**src/rtl/taxi_axis_if.sv**
```systemverilog
// AXI-Stream link bundle (tdata/tvalid/tready/tlast).
// src drives data toward the sink; snk returns tready.
interface taxi_axis_if #(
   parameter int DATA_W = 8
) ();
   logic [DATA_W-1:0] tdata;
   logic              tvalid;
   logic              tready;
   logic              tlast;

   modport src (
      output tdata,
      output tvalid,
      output tlast,
      input  tready
   );

   modport snk (
      input  tdata,
      input  tvalid,
      input  tlast,
      output tready
   );
endinterface

```
**src/rtl/uart_rx_frame.sv**
```systemverilog
// UART receive framer: oversampled 8-bit frames with optional parity,
// delivered on an AXI-Stream source with PE/FE/ORE error pulses.
// Ports: clk, rst (async high), i_en, i_brr (cycles/bit, min 16),
//   i_pce/i_ps (parity enable / odd select), i_rxd (idle high),
//   m_axis_rdr (byte out, tlast=1), o_pe/o_fe/o_ore (1-cycle pulses),
//   o_busy (FSM not idle).
// Option: UART_RX_MAJORITY_EN -> 2-of-3 vote per bit, +1 cycle latency.
module uart_rx_frame #(
   parameter int BRR_W = 16
) (
   input  logic             clk,
   input  logic             rst,
   input  logic             i_en,
   input  logic [BRR_W-1:0] i_brr,
   input  logic             i_pce,
   input  logic             i_ps,
   input  logic             i_rxd,
   taxi_axis_if.src         m_axis_rdr,
   output logic             o_pe,
   output logic             o_fe,
   output logic             o_ore,
   output logic             o_busy
);

   typedef enum logic [2:0] {
      IDLE,
      START,
      DATA,
      PARITY,
      STOP
   } state_t;

   localparam logic [BRR_W-1:0] BRR_MIN = BRR_W'(16);

   state_t           state;
   logic [BRR_W-1:0] cnt;
   logic [2:0]       bcnt;
   logic [7:0]       shreg;
   logic             pe_pend;
   logic [7:0]       tdata_q;
   logic             tvalid_q;

   logic             s1;
   logic             s2;
   logic             prev;

   logic [BRR_W-1:0] brr_eff;
   logic [BRR_W-1:0] brr_m1;
   logic [BRR_W-1:0] start_ld;
   logic             fall;
   logic             tick;
   logic             bit_v;
   logic             take;

   assign brr_eff = (i_brr < BRR_MIN) ? BRR_MIN : i_brr;
   assign brr_m1  = brr_eff - BRR_W'(1);
   assign fall    = prev & ~s2;
   assign tick    = (cnt == '0);
   assign take    = ~tvalid_q | m_axis_rdr.tready;

`ifdef UART_RX_MAJORITY_EN
   logic d1;
   logic d2;

   // Vote over mid-1, mid, mid+1; the start count is one longer so
   // the decision lands at mid+1.
   assign bit_v    = (s2 & d1) | (s2 & d2) | (d1 & d2);
   assign start_ld = (brr_eff >> 1) + BRR_W'(1);

   always_ff @(posedge clk or posedge rst) begin
      if (rst) begin
         d1 <= 1'b1;
         d2 <= 1'b1;
      end else begin
         d1 <= s2;
         d2 <= d1;
      end
   end
`else
   assign bit_v    = s2;
   assign start_ld = brr_eff >> 1;
`endif

   // Synchronizer resets to idle-high so reset never fakes an edge.
   always_ff @(posedge clk or posedge rst) begin
      if (rst) begin
         s1   <= 1'b1;
         s2   <= 1'b1;
         prev <= 1'b1;
      end else begin
         s1   <= i_rxd;
         s2   <= s1;
         prev <= s2;
      end
   end

   always_ff @(posedge clk or posedge rst) begin
      if (rst) begin
         state    <= IDLE;
         cnt      <= '0;
         bcnt     <= '0;
         shreg    <= '0;
         pe_pend  <= 1'b0;
         tdata_q  <= '0;
         tvalid_q <= 1'b0;
         o_pe     <= 1'b0;
         o_fe     <= 1'b0;
         o_ore    <= 1'b0;
      end else begin
         o_pe  <= 1'b0;
         o_fe  <= 1'b0;
         o_ore <= 1'b0;
         if (tvalid_q && m_axis_rdr.tready)
            tvalid_q <= 1'b0;
         if (!i_en) begin
            state <= IDLE;
            cnt   <= '0;
         end else begin
            unique case (state)
               IDLE: begin
                  if (fall) begin
                     state <= START;
                     cnt   <= start_ld;
                  end
               end
               START: begin
                  if (!tick) begin
                     cnt <= cnt - BRR_W'(1);
                  end else if (!bit_v) begin
                     state   <= DATA;
                     cnt     <= brr_m1;
                     bcnt    <= '0;
                     pe_pend <= 1'b0;
                  end else begin
                     state <= IDLE;
                  end
               end
               DATA: begin
                  if (!tick) begin
                     cnt <= cnt - BRR_W'(1);
                  end else begin
                     shreg <= {bit_v, shreg[7:1]};
                     cnt   <= brr_m1;
                     bcnt  <= bcnt + 3'd1;
                     if (bcnt == 3'd7)
                        state <= i_pce ? PARITY : STOP;
                  end
               end
               PARITY: begin
                  if (!tick) begin
                     cnt <= cnt - BRR_W'(1);
                  end else begin
                     pe_pend <= bit_v ^ (^shreg) ^ i_ps;
                     cnt     <= brr_m1;
                     state   <= STOP;
                  end
               end
               STOP: begin
                  if (!tick) begin
                     cnt <= cnt - BRR_W'(1);
                  end else begin
                     o_fe  <= ~bit_v;
                     o_pe  <= pe_pend;
                     state <= IDLE;
                     cnt   <= '0;
                     // Free or freeing this cycle: load; else drop.
                     if (take) begin
                        tdata_q  <= shreg;
                        tvalid_q <= 1'b1;
                     end else begin
                        o_ore <= 1'b1;
                     end
                  end
               end
               default: state <= IDLE;
            endcase
         end
      end
   end

   assign o_busy            = (state != IDLE);
   assign m_axis_rdr.tdata  = tdata_q;
   assign m_axis_rdr.tvalid = tvalid_q;
   assign m_axis_rdr.tlast  = 1'b1;

endmodule

```
**src/flat_wrapper.sv**
```systemverilog
// flat-port wrapper written by rule: the top's interface ports become plain ports
module uart_rx_frame_flat 
#(
   parameter int BRR_W = 16
)
  (clk, rst, i_en, i_brr, i_pce, i_ps, i_rxd, o_pe, o_fe, o_ore, o_busy, m_axis_rdr_tdata, m_axis_rdr_tvalid, m_axis_rdr_tlast, m_axis_rdr_tready);
  taxi_axis_if #(.DATA_W(8)) m_axis_rdr_i ();
  input  logic clk;
  input  logic rst;
  input  logic i_en;
  input  logic [BRR_W-1:0] i_brr;
  input  logic i_pce;
  input  logic i_ps;
  input  logic i_rxd;
  output logic o_pe;
  output logic o_fe;
  output logic o_ore;
  output logic o_busy;
  output wire logic [$bits(m_axis_rdr_i.tdata)-1:0] m_axis_rdr_tdata;
  output wire logic [$bits(m_axis_rdr_i.tvalid)-1:0] m_axis_rdr_tvalid;
  output wire logic [$bits(m_axis_rdr_i.tlast)-1:0] m_axis_rdr_tlast;
  input wire logic [$bits(m_axis_rdr_i.tready)-1:0] m_axis_rdr_tready;
  assign m_axis_rdr_tdata = m_axis_rdr_i.tdata;
  assign m_axis_rdr_tvalid = m_axis_rdr_i.tvalid;
  assign m_axis_rdr_tlast = m_axis_rdr_i.tlast;
  assign m_axis_rdr_i.tready = m_axis_rdr_tready;
  uart_rx_frame #(.BRR_W(BRR_W)) u_core (.clk(clk), .rst(rst), .i_en(i_en), .i_brr(i_brr), .i_pce(i_pce), .i_ps(i_ps), .i_rxd(i_rxd), .m_axis_rdr(m_axis_rdr_i), .o_pe(o_pe), .o_fe(o_fe), .o_ore(o_ore), .o_busy(o_busy));
endmodule
```
**config.mk**
```make
export PLATFORM = sky130hd
export DESIGN_NAME = uart_rx_frame_flat
export DESIGN_NICKNAME = d
export VERILOG_FILES = /design/src/rtl/taxi_axis_if.sv /design/src/rtl/uart_rx_frame.sv /design/src/flat_wrapper.sv
export SDC_FILE = /design/constraint.sdc
export NUM_CORES = 1
export LEC_CHECK = 0
export ABC_AREA = 0
export CAP_MARGIN = 20
export CORE_MARGIN = 3
export CORE_UTILIZATION = 61
export DETAILED_ROUTE_END_ITERATION = 8
export GPL_ROUTABILITY_DRIVEN = 0
export PLACE_DENSITY = 0.93
export SLEW_MARGIN = 5
export SYNTH_ARGS = -nofsm -noshare
export SYNTH_HDL_FRONTEND = slang
export SYNTH_SLANG_ARGS = --single-unit
```
**constraint.sdc**
```tcl
create_clock -name clk -period 6.24 [get_ports clk]
set_clock_uncertainty 0.1 [all_clocks]
set_input_delay 0.624 -clock clk [delete_from_list [all_inputs] [get_ports clk]]
set_output_delay 0.624 -clock clk [all_outputs]
set_load 0.01 [all_outputs]
```
# ---- Yosys cells after proc, flatten, opt, wreduce, memory -nomap -nowiden
# Index checks and enable logic that the tools add are counted.
dict set report op_classes {
  eq_ne 17
  add_sub_neg 3
  mux 41
  bitwise_logic 6
  order_cmp 1
  n_reduce_logical 14
}
# cell count
set ops {}
lappend ops {{$mux W16} 7}
lappend ops {{$pmux W16 S4} 1}
lappend ops {{$mux W3} 11}
lappend ops {{$sub A16 B1 Y16 const B} 2}
lappend ops {{$mux W1} 18}
lappend ops {{$ne A3 B2 Y1 const B} 6}
lappend ops {{$logic_not A16 Y1} 1}
lappend ops {{$lt A16 B5 Y1 const B} 1}
lappend ops {{$pmux W3 S5} 1}
lappend ops {{$reduce_and A5 Y1} 2}
lappend ops {{$reduce_xor A8 Y1} 1}
lappend ops {{$eq A3 B2 Y1 const B} 2}
lappend ops {{$eq A3 B3 Y1 const B} 2}
lappend ops {{$ne A2 B1 Y1 const B} 3}
lappend ops {{$pmux W3 S2} 1}
lappend ops {{$reduce_and A3 Y1} 2}
lappend ops {{$reduce_and A6 Y1} 1}
lappend ops {{$ne A5 B2 Y1 const B} 1}
lappend ops {{$ne A4 B4 Y1 const B} 1}
lappend ops {{$reduce_and A4 Y1} 1}
lappend ops {{$reduce_bool A2 Y1} 2}
lappend ops {{$add A3 B1 Y3 const B} 1}
lappend ops {{$eq A3 B1 Y1 const B} 1}
lappend ops {{$logic_not A3 Y1} 1}
lappend ops {{10 further kinds} 12}
dict set report totals {
  wordCells 95
  output_inout_bits 14
  in_bits 23
  regBits 46
}

# ---- Longest topological paths before layout
# Gate-level depths: netlist of run 1.
dict set report logic_depth {
  ltp_word 7
  depth_mapped 10
}

# ---- Least setup slack after synthesis of run 1
# No wires, ideal clock.
dict set report synth_timing {
  path_type {input-to-reg}
  from {in i_brr[13]}
  to {reg u_core.cnt[10]}
  n_path_buf 1
  required_time_ns 6.018
  stages 10
  arrival_ns 2.722
  setup_ns 0.122
  path_slack_ns 3.296
  path_cell_list {or3_1 > nand4b_1 > clkbuf_1 > nand2_1 > ha_1 > nand3_1 > or3_1 > a21oi_1 > o21ai_0 > a32o_1}
}
dict set report synth_between {
  elab_chain_len 7
  elab_cells_between_ends 9
  cone_classes {1 x add/sub; 1 x order compare; 7 x mux}
}
# element line_no
set synth_lines {}
lappend synth_lines {{from (decl)} flat_wrapper.sv:11} ;# input logic [BRR_W-1:0] i_brr;
lappend synth_lines {{$lt A16 B5 Y1 (*)} uart_rx_frame.sv:55} ;# assign brr_eff = (i_brr < BRR_MIN) ? BRR_MIN : i_brr;
lappend synth_lines {{$mux W16 (*)} uart_rx_frame.sv:55}
lappend synth_lines {{$sub A16 B1 Y16} uart_rx_frame.sv:56} ;# assign brr_m1 = brr_eff - BRR_W'(1);
lappend synth_lines {{$mux W16} uart_rx_frame.sv:129} ;# end else if (!bit_v) begin
lappend synth_lines {{$mux W16} uart_rx_frame.sv:127} ;# if (!tick) begin
lappend synth_lines {{$pmux W16 S4 (*)} uart_rx_frame.sv:119} ;# unique case (state)
lappend synth_lines {{$mux W16 (*)} uart_rx_frame.sv:115} ;# if (!i_en) begin
lappend synth_lines {{to (signal assigned)} uart_rx_frame.sv:123} ;# cnt <= start_ld;
lappend synth_lines {{to (signal assigned)} uart_rx_frame.sv:128} ;# cnt <= cnt - BRR_W'(1);
lappend synth_lines {{to (signal assigned)} uart_rx_frame.sv:131} ;# cnt <= brr_m1;
lappend synth_lines {{to (decl)} uart_rx_frame.sv:36} ;# logic [BRR_W-1:0] cnt;
# Mark *: on every way between the ends. The rest lies on a longest branch, timed or not. The select of a mux whose other input is x is not followed.
# A chain may end at the register's enable or synchronous reset.

# ---- Final worst setup path of run 1
dict set report layout_timing {
  from {in i_brr[12]}
  to {reg u_core.cnt[10]}
}
# Same word-level chain as after synthesis.

==> results by group, run 1 <==
Status
  – Outcome: complete, but fails checks
  – Failing checks: design-rule violations

Critical path
  – WP depth: 10
  – Startpoint Class: input pin
  – Arrival @ worst endpoint: around 3.7 ns
  – Category of the most critical setup path: input pin to flip-flop
  – Worst path slowest cell: nand4b_1
  – Reg-to-reg slack, setup: 3.13 ns
  – CP required: 6.36 ns
  – Crit-path leading delay family: simple AND/OR/NAND/NOR gates
  – Worst stage delay on the critical path: 0.52 ns
  – Crit path capture type: flip-flop
  – CP cell instances: clkdlybuf4s50_1, or3_1, nand4b_1, nand2_1, ha_1, nand3_1, or3_1, a21oi_1, o21ai_0, a32o_1
  – Reg2reg path depth: 6
  – Most used cell, CP: or3_1
  – Crit Path Max Fanout: 13
  – CP Buf/Inv Count: 1

Finish
  – Fin nets: 400
  – # fillers: 342
  – Core Util, Final: 0.744
  – Fin cells: 440
  – Share of layout cells above drive strength 1: 0.134
  – Layout area overhead: 13.8%
  – Ant diodes: 0

Clock tree
  – H-tree levels: 2
  – Cts repair resizes: 0
  – Post-CTS Setup Inserts: 0
  – Cts hold-fix bufs: 0
  – Later-pin clock latency in the skew report: between 0.3 and 0.4 ns
  – Sink Count: 46
  – CTS tree: built
  – Clock transition at the registers of the reported paths: 0.10 ns
  – TritonCTS Buffers: 5
  – Max Root-Sink Buffers: 2
  – CTS Root Cell: clkbuf_8

Global routing
  – Vias in the first global route: slightly below 3k
  – Largest net degree at the start of global routing: 47
  – Global-route wire length before repair: 14.2 mm
  – Initial antenna violation count: 0
  – Total gr overflow: 0
  – Gr usage total: 0.292

Floorplan
  – Die Span Y: around 79 um
  – I/O pins: 37
  – Core footprint: around 4900 um^2
  – Die X: between 70 and 80 um
  – Initial Utilization: 0.654
  – Floorplan row count: 25
  – Full die area: 6170 um^2

Drt
  – Vias: 3,118
  – Wirelength, routed: 8.69 mm
  – Vias per cell: 7.09
  – Max Used Layer: met4
  – 1st-iter DRT viols: between 500 and 600
  – Wire length per cell: 19.8 um
  – Post-DRT Antenna Nets: 0
  – Wire length on met2: around 4.0 mm
  – Drc violations: 1
  – DRT Pass-1 Iters: 9
  – Met3 wire length: 941 um
  – WL met1: 3.36 mm

Logic synthesis
  – Leading area contributor after synthesis: dfrtp_1
  – Synth Instances: 346
  – Leading cell type by number of instances after synthesis: dfrtp_1
  – Unique masters post-synth: 68
  – Mapped Nets: 374
  – Synth area leaders: dfrtp_1, xnor2_1, mux2_4
  – Synth Flop Type: dfrtp_1
  – Yosys reg bits: 46
  – Post-synth design cell area: 3210 um^2
  – Fraction of registers with async set/reset: 1.00
  – Ys Warns: 0
  – Sequential area share after synthesis: 0.360
  – Most frequent cells after synthesis: dfrtp_1, nand2_1, nor2_1
  – Area fraction of the dominant cell type after synthesis: 0.335
  – Mapped Avg Cell Area: 9.28 um^2
  – Post-synth EDFFs: 0

STA
  – Fmax: roughly 280 MHz
  – Slew of the pin with the lowest slew margin: ~1.1 ns
  – RSZ-0062 raised after global routing: no
  – Setup violators final: 0
  – Final Max Tran Viols: 0
  – Final Cycle Share: 0.573
  – Final Hold Viols: 0
  – Worst relative slew slack: 0.260
  – Final critical-path required period: about 3.6 ns
  – Post-route setup TNS: 0 ns

Power
  – Switching power: approximately 0.30 mW
  – Sw Ratio: 0.382
  – Power Internal: around 0.5 mW
  – Total chip power: 0.798 mW
  – Combinational Power Share: 0.326
  – Clk pwr share: 0.246
  – Sequential share of power: 0.428
  – P_leak: 1.45 nW
  – Maximum vdd ir drop: 0.000219 V
  – PD cells: 218 nW/um^2

Flow run
  – Max Cap Violations: 0

Worst hold path
  – Hold depth: 0
  – Class of the worst hold path: flip-flop to flip-flop

Placed design
  – Port Buf Inserts: 35
  – Placed cells: 432
  – DPL Wire Length: about 6.2 mm
==> area by class of cell <==
cell class	count	area (um^2)	area share
timing repair buffer	36	358	0.0979
sequential	46	1150	0.316
multi-input combinational	273	1930	0.528
clock buffer	5	68.8	0.0188
clock inverter	3	23.8	0.00650
inverter	10	37.5	0.0103
tap	67	83.8	0.0229
==> placed cells by master, fill, tap and decap left out, drive strengths merged, types with 6 or more instances in the layout <==
cell type       n
o21ai          24
nor4           14
nand4           7
nand2          31
nand3          14
o31ai           6
mux2           17
clkdlybuf4s50  35
dfrtp          43
xnor2          15
a211oi          6
a32o            6
nor3           15
a21oi          14
nor2           28
or3             9
inv             9
==> power by group through the flow <==
stage / clock (mW) / sequential (mW) / combinational (mW)
floorplan: 0 / 0.333 / 0.196
global placement: 0 / 0.343 / 0.241
detailed placement: 0 / 0.345 / 0.249
CTS: 0.197 / 0.339 / 0.250
global route: 0.210 / 0.344 / 0.275
finish: 0.197 / 0.341 / 0.260
==> worst reg2reg max path: stages, from the launching register on <==
cell and delay [ns]:
dfrtp_1 0.47, inv_1 0.14, ha_1 0.25, or4b_2 0.65, nor4_4 0.64, nand3_4 0.34, mux2_4 0.42
==> registers in the layout (all words and copies together), names as in the netlist <==
name and cells:
u_core.shreg 8, u_core.prev 1, u_core.o_fe 1, u_core.cnt 16, u_core.m_axis_rdr.tdata 8, u_core.o_ore 1
u_core.o_pe 1, u_core.bit_v 1, u_core.state 3, u_core.m_axis_rdr.tvalid 1, u_core.pe_pend 1, u_core.s1 1
u_core.bcnt 3
==> cells by family after synthesis <==
family / share of synthesized area
other: 0.00117
flip-flops: 0.360
AND/OR/NAND/NOR: 0.247
adder cells (fa/ha/maj): 0.0195
AO/OA/AOI/OAI: 0.200
multiplexers: 0.0815
buffers and inverters: 0.0397
XOR/XNOR: 0.0518
==> routing by layer <==
metal  vias to the layer above  global-route usage
li1                       1355                   -
met2                       245               0.455
met3                        62              0.0780
met1                      1456               0.383
met4                         0               0.121
met5                         -                   0
==> per-stage QoR <==
stage | hold slack, ns | area, um^2 | setup WS [ns]
after global routing | 0.272 | 3650 | 2.45
after CTS | 0.267 | 3650 | 2.74
after detailed placement | 0.253 | 3560 | 2.40
final | 0.264 | 3650 | 2.66
after floorplan | 0.245 | 3210 | 3.30
after global placement | 0.246 | 3560 | 2.56
==> path summary, 6_finish.rpt <==
kind,start,end
setup / recovery,i_brr[12],u_core.cnt[10]
hold / removal,u_core.s1,u_core.bit_v
setup reg to reg,u_core.cnt[0],u_core.shreg[7]
hold reg to reg,u_core.s1,u_core.bit_v
max in group asynchronous,rst,u_core.cnt[2]
min in group asynchronous,rst,u_core.m_axis_rdr.tdata[0]
(Power assumes the default switching activity.)
==> run 2: changes to the inputs <==
--- a/config.mk
+++ b/config.mk
@@ -8,10 +8,10 @@
 export ABC_AREA = 0
 export CAP_MARGIN = 20
 export CORE_MARGIN = 3
-export CORE_UTILIZATION = 61
+export CORE_UTILIZATION = 57
 export DETAILED_ROUTE_END_ITERATION = 8
 export GPL_ROUTABILITY_DRIVEN = 0
-export PLACE_DENSITY = 0.93
+export PLACE_DENSITY = 0.88
 export SLEW_MARGIN = 5
 export SYNTH_ARGS = -nofsm -noshare
 export SYNTH_HDL_FRONTEND = slang
==> constraint.sdc (replaced) <==
create_clock -name clk -period 3.38 [get_ports clk]
set_clock_uncertainty 0.1 [all_clocks]
set_input_delay 0.338 -clock clk [delete_from_list [all_inputs] [get_ports clk]]
set_output_delay 0.338 -clock clk [all_outputs]
set_load 0.01 [all_outputs]
==> results by group, run 2 (same netlist as run 1, synthesis figures left out) <==
Clock tree
  – Later-pin clock latency in the skew report: 0.31 ns (about the same)
  – TritonCTS Buffers: 5 (unchanged)
  – Sink Count: 46 (unchanged)
  – Cts hold-fix bufs: 0 (unchanged)
  – Max Root-Sink Buffers: 2 (unchanged)
  – CTS tree: built
  – H-tree levels: 2 (unchanged)
  – CTS Root Cell: clkbuf_8
  – Clock transition at the registers of the reported paths: 0.09 ns (about the same)
  – Post-CTS Setup Inserts: 0 (unchanged)
  – Cts repair resizes: 0 (unchanged)

STA
  – Final Max Tran Viols: 0 (unchanged)
  – Worst relative slew slack: 0.528 (+0.268)
  – Setup violators final: 0 (unchanged)
  – Final critical-path required period: between 2 and 3 ns
  – Post-route setup TNS: 0 ns (unchanged)
  – Final Hold Viols: 0 (unchanged)
  – RSZ-0062 raised after global routing: no
  – Slew of the pin with the lowest slew margin: 0.702 ns (-0.405 ns)
  – Fmax: between 300 and 400 MHz
  – Final Cycle Share: 0.872

Global routing
  – Met1 Use GR: 0.357 (-0.0262)
  – GR Util met3: 0.0632 (-0.0148)
  – Initial antenna violation count: 0 (unchanged)
  – Vias in the first global route: 2,693 (-7.0%)
  – Grt met2 use: 0.401 (-0.0535)
  – GRT busiest layer: met2
  – Global-route wire length before repair: 13.2 mm (-7.1%)
  – Gr usage total: 0.263 (-0.0291)
  – Largest net degree at the start of global routing: 30 (-36%)
  – Total gr overflow: 0 (unchanged)

Critical path
  – CP required: 3.47 ns (-2.89 ns)
  – Worst path slowest cell: a22oi_4
  – Category of the most critical setup path: flip-flop to flip-flop
  – Reg2reg path depth: 7 (+1)
  – Crit Path Max Fanout: 19 (+6)
  – Crit path capture type: flip-flop
  – Arrival @ worst endpoint: 3.04 ns (-0.65 ns)
  – CP cell instances: inv_1, ha_1, nor3b_1, nand4_2, a22oi_4, a21oi_1, a311oi_2
  – Reg-to-reg startpoint: u_core.cnt[0]
  – Startpoint Class: flip-flop
  – Worst stage delay on the critical path: 0.57 ns (+0.05 ns)
  – Crit path launch: u_core.cnt[0]

Power
  – P_leak: 1.48 nW (+2.5%)
  – PD cells: 389 nW/um^2 (+78%)
  – Maximum vdd ir drop: 0.000231 V (+5.5%)

Floorplan
  – Floorplan row count: 26 (+4.0%)
  – Die Span Y: 81.1 um (+3.2%)
  – Core footprint: 5270 um^2 (+7.3%)
  – Initial Utilization: 0.609 (-0.0445)
  – I/O pins: 37 (unchanged)
  – Full die area: 6570 um^2 (+6.5%)
  – Die X: 81.1 um (+3.2%)

Placed design
  – Port Buf Inserts: 35 (unchanged)
  – DPL Wire Length: 6.17 mm (-0.46%)
  – Placed cells: 439 (+1.6%)

Finish
  – Max reg flops: 16 (unchanged)
  – Multi-input logic area: 1930 um^2 (unchanged)
  – Share of layout cells above drive strength 1: 0.143 (+0.00881)
  – Fin cells: 448 (+1.8%)
  – # fillers: 405 (+18%)
  – Biggest register: u_core.cnt
  – Fin nets: 405 (+1.3%)
  – FF/Latch Area: 1150 um^2 (unchanged)
  – Most frequent cells in the layout: dfrtp_1, clkdlybuf4s50_1, nand2_1
  – Most common cell after layout, fill and taps aside: dfrtp_1
  – Layout area overhead: 15.5%
  – Ant diodes: 0 (unchanged)

Drt
  – Drc violations: 0 (-1)
  – Vias per cell: 6.72 (-5.2%)
  – 1st-iter DRT viols: 582 (-2.0%)
  – Wire length per cell: 18.6 um (-5.6%)
  – DRT Pass-1 Iters: 5 (-4)
  – Post-DRT Antenna Nets: 0 (unchanged)
  – Wirelength, routed: 8.35 mm (-3.9%)
  – Vias: 3,011 (-3.4%)

Worst hold path
  – Class of the worst hold path: input pin to asynchronous set/reset pin

Status
  – Outcome: finished clean

Flow run
  – Max Cap Violations: 0 (unchanged)
## run 2: cell types whose count changed in the layout (fill, tap and decap cells not counted)
cell,before,now
buf_16,0,1
clkinv_2,0,1
clkinv_4,0,1
clkinvlp_4,2,0
inv_6,1,0
clkbuf_1,0,1
buf_4,1,5
## run 2: metal layers
metal | wire (um) | vias to the layer above
met1 | 3280 | 1409
li1 | - | 1370
met3 | 786 | 41
met4 | 299 | 0
met5 | 0 | -
met2 | 3980 | 191
## run 2: power by group
group          leakage [nW]  internal, mW  switching [mW]  total (mW)
clock                0.0452         0.146           0.188       0.334
sequential            0.622         0.577          0.0525       0.630
combinational         0.816         0.191           0.287       0.478
total                  1.48         0.914           0.528        1.44
## run 2: path summary, 6_finish.rpt
kind	to	slack, ns
hold reg to reg	u_core.bit_v	0.26
min in group clk	u_core.bit_v	0.26
max in group asynchronous	u_core.s1	2.29
hold / removal	u_core.cnt[7]	0.13
setup / recovery	u_core.cnt[0]	0.43
setup reg to reg	u_core.cnt[0]	0.43
## run 2: area by class of cell
class / instances / area share
inverter: 10 / 0.0101
timing repair buffer: 41 / 0.112
sequential: 46 / 0.311
tap: 70 / 0.0236
clock inverter: 2 / 0.00371
multi-input combinational: 273 / 0.520
clock buffer: 6 / 0.0196
## run 2: metrics by stage
step           cell area, um^2  hold slack, ns  setup WS (ns)  total power [mW]  utilization
2_1_floorplan             3210           0.242          0.722             0.976            -
3_3_place_gp              3600           0.246          0.297              1.08        0.682
3_5_place_dp              3600           0.254          0.157              1.09        0.682
4_1_cts                   3680           0.266          0.478              1.43        0.699
5_1_grt                   3710           0.150          0.277              1.51        0.704
6_report                  3710           0.133          0.433              1.44        0.704
## run 2: critical path, delay by kind of cell, from the launching register on
| family | cells | cell delay, ns |
|---|---|---|
| buffers and inverters | 1 | 0.15 |
| AO/OA/AOI/OAI | 3 | 1.05 |
| flip-flops | 1 | 0.47 |
| adder cells (fa/ha/maj) | 1 | 0.24 |
| AND/OR/NAND/NOR | 2 | 0.82 |
==> run 3: changes to the inputs <==
--- a/config.mk
+++ b/config.mk
@@ -12,6 +12,7 @@
 export DETAILED_ROUTE_END_ITERATION = 8
 export GPL_ROUTABILITY_DRIVEN = 0
 export PLACE_DENSITY = 0.88
+export SETUP_SLACK_MARGIN = 0.2
 export SLEW_MARGIN = 5
 export SYNTH_ARGS = -nofsm -noshare
 export SYNTH_HDL_FRONTEND = slang
==> constraint.sdc (replaced) <==
create_clock -name clk -period 2.75 [get_ports clk]
set_clock_uncertainty 0.1 [all_clocks]
set_input_delay 0.275 -clock clk [delete_from_list [all_inputs] [get_ports clk]]
set_output_delay 0.275 -clock clk [all_outputs]
set_load 0.01 [all_outputs]
==> results by group, run 3 (same netlist as run 1, synthesis figures left out) <==
STA
  – Fmax: 394 MHz
  – Final Cycle Share: 0.923
  – Final Hold Viols: 0 (unchanged)
  – Final Max Tran Viols: 0 (unchanged)
  – Worst relative slew slack: 0.438 (-0.0900)
  – RSZ-0062 raised after global routing: yes
  – Slew of the pin with the lowest slew margin: 0.837 ns (+0.136 ns)
  – Setup violators final: 0 (unchanged)
  – Hold_ws: 0.243 ns (+0.110 ns)
  – Final critical-path required period: 2.54 ns

Finish
  – Layout area overhead: 25.8%
  – Fin nets: 440 (+8.6%)
  – Share of layout cells above drive strength 1: 0.235 (+0.0920)
  – Biggest register: u_core.cnt
  – Core Util, Final: 0.767 (+0.0627)
  – Post-Layout Inst Area: 4040 um^2 (+8.9%)
  – Max reg flops: 16 (unchanged)
  – Most common cell after layout, fill and taps aside: dfrtp_1
  – Most frequent cells in the layout: dfrtp_1, buf_4, clkdlybuf4s50_1
  – Ant diodes: 0 (unchanged)

Global routing
  – Gr usage total: 0.305 (+0.0426)
  – Vias in the first global route: 3,140 (+17%)
  – Global-route wire length before repair: 15.3 mm (+16%)
  – Total gr overflow: 0 (unchanged)
  – Largest net degree at the start of global routing: 23 (-23%)
  – Initial antenna violation count: 0 (unchanged)

Drt
  – Wire length per cell: 19.5 um (+4.8%)
  – Wirelength, routed: 9.44 mm (+13%)
  – DRT Pass-1 Iters: 7 (+2)
  – Post-DRT Antenna Nets: 0 (unchanged)
  – Vias: 3,279 (+8.9%)
  – Drc violations: 0 (unchanged)
  – 1st-iter DRT viols: 641 (+10%)
  – Vias per cell: 6.79 (+1.0%)

Floorplan
  – Core footprint: 5270 um^2 (unchanged)
  – Full die area: 6570 um^2 (unchanged)
  – Initial Utilization: 0.609 (unchanged)
  – I/O pins: 37 (unchanged)
  – Floorplan row count: 26 (unchanged)
  – Die X: 81.1 um (unchanged)
  – Die Span Y: 81.1 um (unchanged)

Critical path
  – Category of the most critical setup path: input pin to flip-flop
  – Reg2reg path depth: 6 (-1)
  – Crit Reg-Reg Endpoint: u_core.cnt[14]
  – Reg-to-reg slack, setup: 0.26 ns (-0.17 ns)
  – Reg-to-reg startpoint: u_core.cnt[4]
  – Startpoint Class: input pin
  – Arrival @ worst endpoint: 2.64 ns (-0.40 ns)
  – Crit path capture type: flip-flop
  – Crit Path Max Fanout: 4 (-15)
  – CP required: 2.85 ns (-0.62 ns)

Clock tree
  – Sink Count: 46 (unchanged)
  – H-tree levels: 2 (unchanged)
  – CTS Root Cell: clkbuf_8
  – Later-pin clock latency in the skew report: 0.30 ns (about the same)
  – TritonCTS Buffers: 5 (unchanged)
  – CTS tree: built
  – Max Root-Sink Buffers: 2 (unchanged)
  – Clock transition at the registers of the reported paths: 0.09 ns (about the same)

Power
  – Total chip power: 1.96 mW (+36%)
  – P_leak: 1.66 nW (+12%)
  – PD cells: 486 nW/um^2 (+25%)
  – Maximum vdd ir drop: 0.000521 V (+130%)

Placed design
  – Port Buf Inserts: 35 (unchanged)
  – Placed Area: 3830 um^2 (+6.5%)
  – DPL Wire Length: 6.77 mm (+9.7%)

Status
  – Outcome: finished clean

Worst hold path
  – Class of the worst hold path: input pin to asynchronous set/reset pin

Flow run
  – Max Cap Violations: 0 (unchanged)
## run 3: stage by stage
stage	instances	setup TNS, ns	setup WS (ns)
after detailed placement	468	-0.254	-0.0927
final	483	0	0.212
after global routing	483	0	0.156
after global placement	468	0	0.0465
after CTS	479	0	0.209
after floorplan	346	0	0.220
## run 3: final cells by class
type	instances	area, um^2
Tap cell	70	87.6
Clock buffer	6	72.6
Multi-Input combinational cell	274	1990
Fill cell	360	1230
Clock inverter	2	37.5
Inverter	10	37.5
Sequential cell	46	1150
Timing Repair Buffer	75	663
## run 3: what timing repair did
action | in CTS | in global routing
gates resized for setup | 5 | 6
cloned | 1 | 0
pin swaps | 2 | 4
hold buffers | 0 | 0
buffers inserted | 2 | 4
setup endpoints to repair | 23 | 31
## run 3: layer usage
layer | vias to the layer above | routed length, um | global-route usage
met1 | 1550 | 3540 | 0.377
met5 | - | 0 | 0
li1 | 1444 | - | -
met4 | 0 | 393 | 0.152
met2 | 233 | 4580 | 0.502
met3 | 52 | 926 | 0.0687
## run 3: critical path, stage by stage
cell	delay, ns
clkdlybuf4s50_1	0.42
or3_4	0.41
nand4b_1	0.28
nand2_2	0.15
ha_1	0.19
nand3_2	0.12
or3_1	0.32
a21oi_1	0.15
o21ai_0	0.10
a32o_1	0.22
## run 3: where the power goes
part | internal [mW] | switching [mW] | total, mW
clock | 0.271 | 0.235 | 0.506
sequential | 0.710 | 0.0536 | 0.763
combinational | 0.295 | 0.398 | 0.693
## run 3: how the worst max path moves through the flow
stage          cells past startpoint        endpoint  slack, ns       from
6_report                          10  u_core.cnt[10]       0.21  i_brr[13]
5_1_grt                           10  u_core.cnt[10]       0.16  i_brr[13]
4_1_cts                           10  u_core.cnt[10]       0.21  i_brr[13]
3_5_place_dp                      10  u_core.cnt[10]      -0.09  i_brr[13]
3_3_place_gp                      10  u_core.cnt[10]       0.05  i_brr[13]
2_1_floorplan                     10  u_core.cnt[10]       0.22  i_brr[13]
